File: src/rtl/traffic_light_fsm_if.sv
// ============================================================================
//  Module      : traffic_light_fsm_if
//  Description : Status bundle of the traffic-light sequencing core. It carries
//                the current phase, the remaining-time counter and the
//                phase-end strobes.
//  Revision    : 1.0 - initial release
// ============================================================================
`default_nettype none

interface traffic_light_fsm_if;
    logic [1:0]  current_state;   // 00 GREEN, 01 YELLOW, 10 RED
    logic        timer_load;      // phase ends and timer reloads this cycle
    logic [31:0] timer;           // remaining ticks in the current phase
    logic        timer_zero;      // timer == 1, the last tick of the phase

    // The sequencing core drives the status.
    modport master (
        output current_state,
        output timer_load,
        output timer,
        output timer_zero
    );

    // Consumers (lamp decode, display) observe it.
    modport slave (
        input current_state,
        input timer_load,
        input timer,
        input timer_zero
    );
endinterface

`default_nettype wire

File: src/rtl/traffic_light_fsm.sv
// ============================================================================
//  Module      : traffic_light_fsm
//  Description : GREEN -> YELLOW -> RED phase sequencer. A built-in prescaler
//                produces the timing tick. A 32-bit down-counter holds the
//                remaining ticks of the current phase. The counter counts
//                N..1 and reloads with the next phase duration on the tick
//                where it reads 1.
//  Revision    : 1.0 - initial release
// ============================================================================
`default_nettype none

module traffic_light_fsm #(
    parameter logic [31:0] GREEN_TIME  = 32'd10,
    parameter logic [31:0] YELLOW_TIME = 32'd3,
    parameter logic [31:0] RED_TIME    = 32'd7,
    parameter logic [31:0] TICK_DIV    = 32'd10_000_000
) (
    input  wire logic              clk,
    input  wire logic              rst,
    traffic_light_fsm_if.master    bus
);

    typedef enum logic [1:0] {
        ST_GREEN   = 2'b00,
        ST_YELLOW  = 2'b01,
        ST_RED     = 2'b10,
        ST_ILLEGAL = 2'b11
    } state_t;

    state_t      state_q;
    logic [31:0] timer_q;
    logic [31:0] presc_q;

    state_t      state_d;
    logic [31:0] timer_d;
    logic        tick;
    logic        phase_end;
    logic        state_legal;

    // A divider of 0 or 1 means a tick on every clock. Otherwise the tick
    // fires in the last cycle of each TICK_DIV-long prescaler period.
    assign tick = (TICK_DIV <= 32'd1) ? 1'b1 : (presc_q == (TICK_DIV - 32'd1));

    // The phase ends on the tick where the timer reads 1. A timer stuck at 0
    // is treated the same way, so a corrupted counter can never wrap.
    assign phase_end   = tick && (timer_q <= 32'd1);
    assign state_legal = (state_q != ST_ILLEGAL);

    // Next phase and its duration. These values are used only on a phase end.
    always_comb begin
        state_d = ST_GREEN;
        timer_d = GREEN_TIME;
        case (state_q)
            ST_GREEN: begin
                state_d = ST_YELLOW;
                timer_d = YELLOW_TIME;
            end
            ST_YELLOW: begin
                state_d = ST_RED;
                timer_d = RED_TIME;
            end
            default: begin
                state_d = ST_GREEN;
                timer_d = GREEN_TIME;
            end
        endcase
    end

    // Tick prescaler: counts 0..TICK_DIV-1 and wraps on the tick cycle.
    always_ff @(posedge clk or posedge rst) begin
        if (rst) begin
            presc_q <= 32'd0;
        end else if (tick) begin
            presc_q <= 32'd0;
        end else begin
            presc_q <= presc_q + 32'd1;
        end
    end

    // Phase FSM and remaining-time counter. An illegal encoding recovers to
    // GREEN at the next edge without waiting for a tick.
    always_ff @(posedge clk or posedge rst) begin
        if (rst) begin
            state_q <= ST_GREEN;
            timer_q <= GREEN_TIME;
        end else if (!state_legal) begin
            state_q <= ST_GREEN;
            timer_q <= GREEN_TIME;
        end else if (phase_end) begin
            state_q <= state_d;
            timer_q <= timer_d;
        end else if (tick) begin
            timer_q <= timer_q - 32'd1;
        end
    end

    assign bus.current_state = state_q;
    assign bus.timer         = timer_q;
    assign bus.timer_zero    = (timer_q == 32'd1);
    assign bus.timer_load    = phase_end;

endmodule

`default_nettype wire

File: src/flat_wrapper.sv
// flat-port wrapper written by rule: the top's interface ports become plain ports
module traffic_light_fsm_flat 
#(
    parameter logic [31:0] GREEN_TIME  = 32'd10,
    parameter logic [31:0] YELLOW_TIME = 32'd3,
    parameter logic [31:0] RED_TIME    = 32'd7,
    parameter logic [31:0] TICK_DIV    = 32'd10_000_000
)
  (clk, rst, bus_current_state, bus_timer_load, bus_timer, bus_timer_zero);
  traffic_light_fsm_if bus_i ();
  input  wire logic clk;
  input  wire logic rst;
  output wire logic [$bits(bus_i.current_state)-1:0] bus_current_state;
  output wire logic [$bits(bus_i.timer_load)-1:0] bus_timer_load;
  output wire logic [$bits(bus_i.timer)-1:0] bus_timer;
  output wire logic [$bits(bus_i.timer_zero)-1:0] bus_timer_zero;
  assign bus_current_state = bus_i.current_state;
  assign bus_timer_load = bus_i.timer_load;
  assign bus_timer = bus_i.timer;
  assign bus_timer_zero = bus_i.timer_zero;
  traffic_light_fsm #(.GREEN_TIME(GREEN_TIME), .YELLOW_TIME(YELLOW_TIME), .RED_TIME(RED_TIME), .TICK_DIV(TICK_DIV)) u_core (.clk(clk), .rst(rst), .bus(bus_i));
endmodule
File: config.mk
export PLATFORM = sky130hd
export DESIGN_NAME = traffic_light_fsm_flat
export DESIGN_NICKNAME = d
export VERILOG_FILES = /design/src/rtl/traffic_light_fsm_if.sv /design/src/rtl/traffic_light_fsm.sv /design/src/flat_wrapper.sv
export SDC_FILE = /design/constraint.sdc
export NUM_CORES = 1
export LEC_CHECK = 0
export BUFFER_PORTS_ARGS = -buffer_cell sky130_fd_sc_hd__buf_2
export CAP_MARGIN = 20
export CORE_MARGIN = 2
export CORE_UTILIZATION = 45
export CTS_BUF_LIST = sky130_fd_sc_hd__clkbuf_8
export DETAILED_ROUTE_END_ITERATION = 8
export PLACE_DENSITY = 0.67
export SLEW_MARGIN = 20
export SYNTH_ARGS = -nofsm -noshare
export SYNTH_HDL_FRONTEND = slang
export SYNTH_SLANG_ARGS = --single-unit
File: constraint.sdc
create_clock -name clk -period 7 [get_ports clk]
set_input_delay 0.7 -clock clk [delete_from_list [all_inputs] [get_ports clk]]
set_output_delay 0.7 -clock clk [all_outputs]
set_load 0.01 [all_outputs]
[Word-level counts from Yosys, hierarchy flattened]
Cells that the tools add are included.
Cells by class
  add/sub/neg operators: 2
  magnitude comparators: 1
  equal/unequal tests: 6
  mux-type cells: 8
  reductions and logical operators: 2
Operators with widths (number)
  two-way mux 32 bit: 4
  adder 32 x 1 -> 32 bit (second input constant): 1
  == test 32 x 1 -> 1 bit (second input constant): 1
  == test 32 x 24 -> 1 bit (second input constant): 1
  <= comparator 32 x 1 -> 1 bit (second input constant): 1
  subtractor 32 x 1 -> 32 bit (second input constant): 1
  case mux 4 bit (2 select lines): 1
  two-way mux 2 bit: 2
  != test 2 bit (second input constant): 2
  case mux 2 bit (2 select lines): 1
  != test 3 x 2 -> 1 bit (second input constant): 1
  == test 2 x 1 -> 1 bit (second input constant): 1
  logical NOT 2 bit: 1
  logical AND 1 bit: 1
Storage, ports and cells
  flip-flop bits (word level): 66
  input port bits: 2
  output and inout port bits: 36
  word-level logic and storage cells: 22

[Longest topological paths before layout]
Gate-level depths: netlist of the first run.
  word-level depth: 4
  gate-level depth with buffers: 9
  depth with buffers taken out: 8

[Least setup slack after synthesis of the first run]
OpenSTA, ideal clock, no wires.
  path type: register to output
  from: register u_core.timer_q[7], in the netlist u_core.bus.timer[7]
  to: output bus_timer_load
  arrival: 2211 ps
  required time: 6300 ps
  slack: 4089 ps
  stages on the path, launching flop included: 8
  buffers on the path: 1
  path through: dfrtp_1 -> or4_4 -> or3_1 -> buf_6 -> nor4_4 -> and2_2 -> nand2_1 -> inv_1
Between the ends
  word-level cells in the longest chain between the ends: 2
Ends and longest elaborated chain
  start: declaration: line traffic_light_fsm.sv:31  | logic [31:0] timer_q;
  start signal: assignment: line traffic_light_fsm.sv:91  | timer_q <= timer_d;
  start signal: assignment: line traffic_light_fsm.sv:93  | timer_q <= timer_q - 32'd1;
  <= comparator 32 x 1 -> 1 bit: line traffic_light_fsm.sv:46  | assign phase_end = tick && (timer_q <= 32'd1);
  logical AND 1 bit: line traffic_light_fsm.sv:46
  end: declaration: line flat_wrapper.sv:14  | output wire logic [$bits(bus_i.timer_load)-1:0] bus_timer_load;
No other way between the ends.

[Final worst setup path of the first run]
Same ends and word-level chain as after synthesis.

==> results of run 1 <==
==> power groups by stage <==
stage | clock [mW] | sequential [mW] | combinational, mW
floorplan | 0 | 0.389 | 0.00555
global placement | 0 | 0.388 | 0.00830
detailed placement | 0 | 0.388 | 0.00849
CTS | 0.398 | 0.381 | 0.00845
global route | 0.414 | 0.381 | 0.00953
finish | 0.390 | 0.381 | 0.00777
==> registers in the layout, indices dropped and copies added (netlist names) <==
name and flops:
u_core.bus.timer 32, u_core.bus.current_state 2, u_core.presc_q 32
==> per-layer routing <==
| layer | up-vias | part of all wire |
|---|---|---|
| met2 | 60 | 0.48 |
| li1 | 1335 | - |
| met1 | 1339 | 0.47 |
| met3 | 4 | 0.041 |
| met4 | 0 | 0.0072 |
| met5 | - | 0 |
==> Yosys cell counts (5+ instances only) <==
cell	n	area [um2]
a21oi_1	10	50.05
and3_1	10	62.56
dfrtp_1	64	1602
inv_1	9	33.78
nand2_1	26	97.59
nand3_1	19	95.09
nand4_1	11	68.82
nor2_1	51	191.4
nor3_1	8	40.04
nor4_1	10	62.56
o21ai_0	7	35.03
o31ai_1	5	37.54
or3_1	6	37.54
xnor2_1	15	131.4
xor2_1	32	280.3
==> logic make-up (layout without fill, tap and decap cells) <==
kind of cell,count (synthesis),count (layout),synth area share
buffers and inverters,17,64,0.02500
XOR/XNOR,47,47,0.1192
adder cells (fa/ha/maj),3,3,0.01087
flip-flops,66,66,0.4790
AO/OA/AOI/OAI,35,35,0.06848
multiplexers,1,1,0.002899
AND/OR/NAND/NOR,180,180,0.2946
==> through the flow <==
step | hold slack (ps) | setup slack [ps] | area, um2 | cells
after floorplan | 442.3 | 4089 | 3453 | 349
after global placement | 457.1 | 3906 | 3725 | 479
after detailed placement | 475.8 | 3833 | 3725 | 479
after CTS | 487.2 | 3460 | 3966 | 495
after global routing | 499.8 | 3317 | 3966 | 495
final | 486.3 | 3473 | 3966 | 495
==> worst max path at each step <==
stage                     end  slack (ps)
2_1_floorplan  bus_timer_load        4090
6_report       bus_timer_load        3470
5_1_grt        bus_timer_load        3320
3_3_place_gp   bus_timer_load        3910
4_1_cts        bus_timer_load        3460
3_5_place_dp   bus_timer_load        3830
==> layout make-up <==
cell class,count,share of cell area
Multi-Input combinational cell,266,0.4319
Sequential cell,66,0.4170
Timing Repair Buffer,39,0.05047
Clock buffer,9,0.03123
Tap cell,99,0.03123
Clock inverter,7,0.02965
Inverter,9,0.008517
==> results.sh, run 1 <==
export IMPL_setup_violations=0
export IMPL_synth_avg_cell_area_um2=9.895
export IMPL_die_h_um=91.60
export IMPL_drc=0
export IMPL_dr_pass1_iters=4
export IMPL_timing_final_max_slew_violations=0
export IMPL_cp_num_cells=7
export IMPL_rows=31
export IMPL_syn_num_nets=354
export IMPL_use_met3=0.04315
export IMPL_nNetsFinal=396
export IMPL_post_route_period_util=0.5039
export IMPL_cts_hold_fix_buffers=0
export IMPL_design_core_area_mm2=0.007331
export IMPL_end_kind="output port"
export IMPL_routabilityCongestion=0.8177
export IMPL_tightest_slew_ps=1009
export IMPL_synth_ff_type="dfrtp_1"
export IMPL_worstPathCellList="or4_4 > or3_1 > nor4_4 > and2_2 > nand2_1 > inv_1 > buf_2"
export IMPL_fin_util=0.5410
export IMPL_cts_num_sinks=66
export IMPL_holdPathEnd="u_core.presc_q[6]$_DFF_PP0_"
export IMPL_use_met1=0.2481
export IMPL_powerDensity_mw_per_mm2=196.5
export IMPL_cp_arrival_ps=2830
export IMPL_r2r_start="u_core.presc_q[0]$_DFF_PP0_"
export IMPL_root_buffer="clkbuf_8"
export IMPL_clkLatencyLatePin_ps=350
export IMPL_r2r_end="u_core.bus.timer[9]$_DFFE_PP0P_"
export IMPL_max_clock_path_buffers=2
export IMPL_first_iter_violations=173
export IMPL_viasPerCell=5.531
export IMPL_grt_ovfl_total=0
export IMPL_num_io_pins=38
export IMPL_diodes=0
export IMPL_path_buf_inv=2
export IMPL_numPortBuffers=37
export IMPL_ys_seq_elements=66
export IMPL_drive_gt1_frac=0.1894
export IMPL_irDropWorstVdd_uv=77.47
export IMPL_cts_max_level=3
export IMPL_grt_max_degree=67
export IMPL_post_cts_buffers=0
export IMPL_layout_min_cycle_time_ps=3527
export IMPL_clkPwrFrac=0.501
export IMPL_max_stage_delay_ps=570
export IMPL_rsz0062_at_grt="no"
export IMPL_path_delay_family="simple AND/OR/NAND/NOR gates"
export IMPL_nFillCells=643
export IMPL_yosysSeqAreaShare=0.4790
export IMPL_grt_pass1_wl_mm=12.65
export IMPL_crit_slowest_cell="or4_4"
export IMPL_finalPower_uw=779.3
export IMPL_antenna_found_initial=0
export IMPL_cp_required_ps=6300
export IMPL_finClkSkew_ps=14.50
export IMPL_synth_edf_count=0
export IMPL_slew_headroom=0.3209
export IMPL_initial_core_util=0.4711
export IMPL_netlist_area_mm2=0.003453
export IMPL_die_w_um=91.60
export IMPL_seqPwrFrac=0.489
export IMPL_path_max_fanout=7
export IMPL_p_leak_nw=1.955
export IMPL_ant_nets=0
export IMPL_netSwitchingFraction=0.2076
export IMPL_fmax_mhz=283.5
export IMPL_power_internal_uw=617.5
export IMPL_status="complete, no violations"
export IMPL_cts_tree="yes"
export IMPL_cts_resized=0
export IMPL_mostFrequentLayoutCells="64 x dfrtp_1, 51 x nor2_1, 37 x buf_2, 32 x xor2_1, 26 x nand2_1"
export IMPL_mostFrequentLayoutCell="dfrtp_1"
export IMPL_grt_pass1_vias=2667
export IMPL_crit_start="u_core.bus.timer[7]$_DFFE_PP0P_"
export IMPL_r2r_slack_ps=3970
export IMPL_synth_cells=349
export IMPL_r2r_cells=8
export IMPL_use_met2=0.2953
export IMPL_die_area_mm2=0.008391
export IMPL_wire_per_inst_um=14.95
export IMPL_combPwrFrac=0.010
export IMPL_hp_class="reg2reg"
export IMPL_drt_wl_total_mm=7.400
export IMPL_cp_start_kind="flip-flop"
export IMPL_cts_buffers=9
export IMPL_min_from="u_core.presc_q[6]$_DFF_PP0_"
export IMPL_clk_pin_slew_ps=70
export IMPL_ys_warn_count=0
export IMPL_max_cap_violations=0
export IMPL_dpl_hpwl_mm=5.045
export IMPL_yosys_cell_types_count=52
export IMPL_multi_input_area_mm2=0.001713
export IMPL_worstHoldPathCells=1
export IMPL_top_usage_layer="met2"
export IMPL_syn_to_final_growth_pct=14.85
export IMPL_switchingPower_uw=161.8
export IMPL_grt_usage=0.1877
export IMPL_num_vias=2738
export IMPL_path_class="reg2out"
export IMPL_tns_ps=0
export IMPL_finalHoldViolations=0
export IMPL_synth_async_reset_ratio=1.000
export IMPL_regArea_mm2=0.001654
Note: power is estimated with default switching activity, not from simulation.
==> inputs of run 2 (changes only) <==
--- a/config.mk
+++ b/config.mk
@@ -5,13 +5,14 @@
 export SDC_FILE = /design/constraint.sdc
 export NUM_CORES = 1
 export LEC_CHECK = 0
+export ABC_AREA = 1
 export BUFFER_PORTS_ARGS = -buffer_cell sky130_fd_sc_hd__buf_2
 export CAP_MARGIN = 20
 export CORE_MARGIN = 2
 export CORE_UTILIZATION = 45
 export CTS_BUF_LIST = sky130_fd_sc_hd__clkbuf_8
 export DETAILED_ROUTE_END_ITERATION = 8
-export PLACE_DENSITY = 0.67
+export PLACE_DENSITY = 0.68
 export SLEW_MARGIN = 20
 export SYNTH_ARGS = -nofsm -noshare
 export SYNTH_HDL_FRONTEND = slang
==> constraint.sdc (replaced) <==
create_clock -name clk -period 3 [get_ports clk]
set_input_delay 0.3 -clock clk [delete_from_list [all_inputs] [get_ports clk]]
set_output_delay 0.3 -clock clk [all_outputs]
set_load 0.01 [all_outputs]
==> results.sh, run 2 <==
export IMPL_status="complete, no violations"
export IMPL_irDropWorstVdd_uv=242.8
export IMPL_drt_wl_total_mm=12.44
export IMPL_tns_ps=0
export IMPL_r2r_start="u_core.bus.timer[0]$_DFFE_PP0P_"
export IMPL_finalNonFillerCells=858
export IMPL_muxShareOfSynthArea=0
export IMPL_num_vias=4493
export IMPL_antenna_found_initial=0
export IMPL_synth_xor_area_share=0.05475
export IMPL_synth_async_reset_ratio=1.000
export IMPL_syn_num_nets=681
export IMPL_holdWs_ps=0.1272
export IMPL_max_clock_path_buffers=2
export IMPL_post_route_period_util=0.8094
export IMPL_ys_seq_elements=66
export IMPL_post_cts_buffers=0
export IMPL_first_iter_violations=330
export IMPL_viasPerCell=5.237
export IMPL_path_class="reg2out"
export IMPL_ys_warn_count=0
export IMPL_setup_violations=0
export IMPL_grt_max_degree=36
export IMPL_end_kind="output port"
export IMPL_fmax_mhz=411.8
export IMPL_mostFrequentLayoutCell="nand2_1"
export IMPL_max_cap_violations=0
export IMPL_r2r_cells=9
export IMPL_cp_arrival_ps=2130
export IMPL_timing_final_max_slew_violations=0
export IMPL_finClkSkew_ps=11.84
export IMPL_mostFrequentLayoutCells="194 x nand2_1, 132 x nor2_1, 108 x inv_1, 64 x dfrtp_1, 37 x buf_2"
export IMPL_r2r_slack_ps=870
export IMPL_cts_resized=0
export IMPL_netlist_area_mm2=0.004479
export IMPL_nNetsFinal=725
export IMPL_p_leak_nw=2.836
export IMPL_grt_usage=0.2374
export IMPL_synth_top_family_by_area="simple AND/OR/NAND/NOR gates"
export IMPL_finalHoldViolations=0
export IMPL_cts_hold_fix_buffers=0
export IMPL_die_area_mm2=0.01077
export IMPL_setup_slack_ps=571.9
export IMPL_yosysTopAreaCell="dfrtp_1"
export IMPL_design_core_area_mm2=0.009729
export IMPL_syn_to_final_growth_pct=11.56
export IMPL_yosys_cell_types_count=31
export IMPL_cts_tree="yes"
export IMPL_rows=36
export IMPL_post_place_ws_ps=921.2
export IMPL_die_h_um=103.8
export IMPL_cp_required_ps=2700
export IMPL_netlist_top_cells_count="194 x nand2_1, 132 x nor2_1, 109 x inv_1, 64 x dfrtp_1, 33 x nand3_1"
export IMPL_powerDensity_mw_per_mm2=352.2
export IMPL_netlist_area_leader_share=0.3575
export IMPL_grt_ovfl_total=0
export IMPL_routabilityCongestion=0.9339
export IMPL_synth_avg_cell_area_um2=6.626
export IMPL_synth_edf_count=0
export IMPL_placed_cells=842
export IMPL_synth_cells=676
export IMPL_numPortBuffers=37
export IMPL_ant_nets=0
export IMPL_cts_max_level=3
export IMPL_slew_headroom=0.6073
export IMPL_hp_class="in2async"
export IMPL_die_w_um=103.8
export IMPL_diodes=0
export IMPL_root_buffer="clkbuf_8"
export IMPL_wire_per_inst_um=14.50
export IMPL_clk_pin_slew_ps=80
export IMPL_fin_util=0.5136
export IMPL_synth_compound_area_share=0.02570
export IMPL_num_io_pins=38
export IMPL_grt_pass1_wl_mm=20.40
export IMPL_synthTopCellsByArea="dfrtp_1 36%, nand2_1 16%, nor2_1 11%"
export IMPL_dr_pass1_iters=5
export IMPL_grt_pass1_vias=3974
export IMPL_dpl_hpwl_mm=9.434
export IMPL_cts_num_sinks=66
export IMPL_r2r_end="u_core.bus.timer[18]$_DFFE_PP0P_"
export IMPL_clkLatencyLatePin_ps=350
export IMPL_synth_most_common_cell="nand2_1"
export IMPL_drc=0
export IMPL_synthSimpleGateAreaFrac=0.4316
export IMPL_layout_min_cycle_time_ps=2428
export IMPL_cts_buffers=9
export IMPL_drive_gt1_frac=0.1103
export IMPL_placed_cell_area_mm2=0.004780
export IMPL_yosysSeqAreaShare=0.3693
export IMPL_rsz0062_at_grt="no"
export IMPL_initial_core_util=0.4604
export IMPL_path_max_fanout=5
export IMPL_cp_start_kind="flip-flop"
export IMPL_synthAdderAreaFrac=0.008380
export IMPL_postLayoutCellArea_mm2=0.004997
export IMPL_synth_ff_type="dfrtp_1"
export IMPL_tightest_slew_ps=588.3
export IMPL_finalPower_mw=1.760
-- run 2: cell types whose count changed after synthesis, moves of 9 or more --
cell,delta
nand2_1,+168
inv_1,+100
nor2_1,+81
nand4_1,+21
nand3_1,+14
nor3_1,+11
and3_1,-10
xnor2_1,-10
xor2_1,-9
-- run 2: cells by family after synthesis --
kind of cell	after synthesis
adder cells (fa/ha/maj)	3
flip-flops	66
XOR/XNOR	28
AO/OA/AOI/OAI	22
buffers and inverters	118
AND/OR/NAND/NOR	439
-- run 2: critical path, cell delays in order (launching register included) --
cell and delay, ps:
dfrtp_1 460, nor2_1 200, nand2_1 190, nor2_1 250
nand3_1 120, nand2_1 120, nand2_1 80, nor3_1 180
buf_2 170
-- run 2: where the power goes --
group | switching (mW) | total [mW] | internal [mW]
clock network | 0.383 | 0.849 | 0.466
logic | 0.0199 | 0.0222 | 0.00227
registers | 0 | 0.889 | 0.889
-- run 2: layer usage --
layer  routed length, um  track usage
met1                6305       0.3710
met2                5144       0.3340
met3                 793      0.03650
met4                 200      0.07529
met5                   0            0
-- run 2: worst max-delay path by stage --
stage | start | to | slack (ps) | cells past startpoint
finish | u_core.bus.timer[4]$_DFFE_PP0P_ | bus_timer_load | 570 | 8
global route | u_core.bus.timer[4]$_DFFE_PP0P_ | bus_timer_load | 330 | 8
CTS | u_core.bus.timer[4]$_DFFE_PP0P_ | bus_timer_load | 600 | 8
detailed placement | u_core.bus.timer[0]$_DFFE_PP0P_ | u_core.bus.timer[29]$_DFFE_PP0P_ | 920 | 9
global placement | u_core.bus.timer[4]$_DFFE_PP0P_ | bus_timer_load | 1010 | 8
floorplan | rst | u_core.bus.current_state[0]$_DFFE_PP0P_ | 1050 | 1
-- run 2: layout make-up --
| type | instances | area, um2 |
|---|---|---|
| inverters | 110 | 412.9 |
| multi-input cells | 492 | 2331 |
| repair buffers | 41 | 215.2 |
| clock buffers | 9 | 123.9 |
| flip-flops and latches | 66 | 1654 |
| fillers | 1017 | 4732 |
| well taps | 133 | 166.4 |
| clock inverters | 7 | 93.84 |
==> inputs of run 3 (changes only) <==
--- a/config.mk
+++ b/config.mk
@@ -12,7 +12,7 @@
 export CORE_UTILIZATION = 45
 export CTS_BUF_LIST = sky130_fd_sc_hd__clkbuf_8
 export DETAILED_ROUTE_END_ITERATION = 8
-export PLACE_DENSITY = 0.68
+export PLACE_DENSITY = 0.66
 export SLEW_MARGIN = 20
 export SYNTH_ARGS = -nofsm -noshare
 export SYNTH_HDL_FRONTEND = slang
==> constraint.sdc (replaced) <==
create_clock -name clk -period 2.38 [get_ports clk]
set_input_delay 0.238 -clock clk [delete_from_list [all_inputs] [get_ports clk]]
set_output_delay 0.238 -clock clk [all_outputs]
set_load 0.01 [all_outputs]
==> results.sh, run 3 (synthesis results as in run 2) <==
export IMPL_routabilityCongestion=1.004
export IMPL_dr_wl_met3_mm=1.005
export IMPL_design_core_area_mm2=0.009729
export IMPL_p_leak_nw=2.857
export IMPL_clkLatencyLatePin_ps=360
export IMPL_drc=0
export IMPL_fmax_mhz=445.0
export IMPL_worstPathCellList="nor2_1 > nand2_2 > nor2_4 > nand3_1 > nand2_1 > nand2_1 > nor3_2 > buf_2"
export IMPL_cp_arrival_ps=2010
export IMPL_top_layer_used="met4"
export IMPL_rsz0062_at_grt="no"
export IMPL_num_io_pins=38
export IMPL_finalPower_mw=2.221
export IMPL_timing_final_max_slew_violations=0
export IMPL_grt_max_degree=46
export IMPL_path_common_cell="nand2_1"
export IMPL_antenna_found_initial=0
export IMPL_mostFrequentLayoutCells="193 x nand2_1, 130 x nor2_1, 109 x inv_1, 64 x dfrtp_1, 37 x buf_2"
export IMPL_path_buf_inv=1
export IMPL_finalHoldViolations=0
export IMPL_crit_slowest_cell="dfrtp_1"
export IMPL_dr_pass1_iters=5
export IMPL_path_class="reg2out"
export IMPL_clk_pin_slew_ps=70
export IMPL_path_max_fanout=5
export IMPL_nFillCells=987
export IMPL_grt_pass1_wl_mm=20.30
export IMPL_die_h_um=103.8
export IMPL_cts_tree="yes"
export IMPL_holdWs_ps=449.3
export IMPL_grt_ovfl_total=0
export IMPL_finClkSkew_ps=6.944
export IMPL_die_area_mm2=0.01077
export IMPL_root_buffer="clkbuf_8"
export IMPL_status="complete, no violations"
export IMPL_slew_headroom=0.6183
export IMPL_cp_start_kind="flip-flop"
export IMPL_drt_wl_total_mm=12.25
export IMPL_nNetsFinal=726
export IMPL_wl_met2_mm=5.080
export IMPL_ant_nets=0
export IMPL_cts_num_sinks=66
export IMPL_initial_core_util=0.4604
export IMPL_drt_met1_wl_mm=5.937
export IMPL_powerDensity_mw_per_mm2=440.8
export IMPL_viasPerCell=5.148
export IMPL_first_iter_violations=352
export IMPL_diodes=0
export IMPL_end_kind="output port"
export IMPL_numPortBuffers=37
export IMPL_die_w_um=103.8
export IMPL_cp_required_ps=2140
export IMPL_wire_per_inst_um=14.26
export IMPL_drive_gt1_frac=0.1143
export IMPL_cts_buffers=9
export IMPL_dpl_hpwl_mm=9.249
export IMPL_grt_usage=0.2347
export IMPL_grt_pass1_vias=4076
export IMPL_tightest_slew_ps=567.2
export IMPL_cts_max_level=3
export IMPL_layout_min_cycle_time_ps=2247
export IMPL_num_vias=4422
export IMPL_hp_class="in2async"
export IMPL_irDropWorstVdd_uv=205.7
export IMPL_max_stage_delay_ps=470
export IMPL_path_delay_family="simple AND/OR/NAND/NOR gates"
export IMPL_mostFrequentLayoutCell="nand2_1"
export IMPL_max_clock_path_buffers=2
export IMPL_setup_violations=0
export IMPL_rows=36
export IMPL_post_route_period_util=0.9442
export IMPL_tns_ps=0
export IMPL_max_cap_violations=0
export IMPL_syn_to_final_growth_pct=12.49
-- run 3: changes by cell type in the layout (fill, tap and decap cells not counted), sizes merged --
cell,change
clkinv,-1
clkbuf,+1
dlygate4sd3,+1
clkinvlp,-1
inv,+1
-- run 3: through the flow --
step | cells | util | area, um2 | setup slack, ps
after floorplan | 676 | - | 4479 | 490.5
after global placement | 842 | 0.4925 | 4792 | 426.2
after detailed placement | 842 | 0.4925 | 4792 | 315.7
after CTS | 859 | 0.5163 | 5024 | 8.528
after global routing | 859 | 0.5179 | 5039 | 14.40
final | 859 | 0.5179 | 5039 | 132.8
-- run 3: worst min-delay path, cell delays in order --
cell	delay, ps
dlygate4sd3_1	530
buf_2	120
inv_2	370
-- run 3: path summary, 6_finish.rpt --
path / slack, ps / to / startpoint / cells after the start
worst max-delay path: 130 / bus_timer_load / u_core.bus.timer[4]$_DFFE_PP0P_ / 8
worst min-delay path: 450 / u_core.presc_q[22]$_DFF_PP0_ / rst / 3
worst max register to register: 290 / u_core.bus.timer[14]$_DFFE_PP0P_ / u_core.presc_q[0]$_DFF_PP0_ / 10
worst min register to register: 490 / u_core.presc_q[0]$_DFF_PP0_ / u_core.presc_q[0]$_DFF_PP0_ / 1
max in group asynchronous: 1270 / u_core.bus.timer[1]$_DFFE_PP1P_ / rst / 4
min in group clk: 490 / u_core.presc_q[0]$_DFF_PP0_ / u_core.presc_q[0]$_DFF_PP0_ / 1
-- run 3: area by class of cell --
type / count / area, um2 / share of cell area
well taps: 133 / 166.4 / 0.03303
multi-input cells: 492 / 2349 / 0.4661
flip-flops and latches: 66 / 1654 / 0.3283
inverters: 110 / 412.9 / 0.08195
repair buffers: 42 / 237.7 / 0.04718
clock inverters: 6 / 81.33 / 0.01614
clock buffers: 10 / 137.6 / 0.02732
-- run 3: power breakdown --
part | total (mW) | switching [mW] | internal (mW)
Sequential | 1.12 | 0 | 1.12
Combinational | 0.0278 | 0.0227 | 0.00517
Clock | 1.07 | 0.462 | 0.611
-- run 3: layer usage --
metal | up-vias | global-route usage
met1 | 2015 | 0.3529
li1 | 2188 | -
met2 | 194 | 0.3288
met4 | 0 | 0.08205
met3 | 25 | 0.05412
met5 | - | 0
-- run 3: repair_timing --
action	4_1_cts	5_1_grt
buffers inserted	0	0
hold buffers	1	0
setup endpoints to repair	1	1
resized for setup	1	4
hold endpoints to repair	21	0
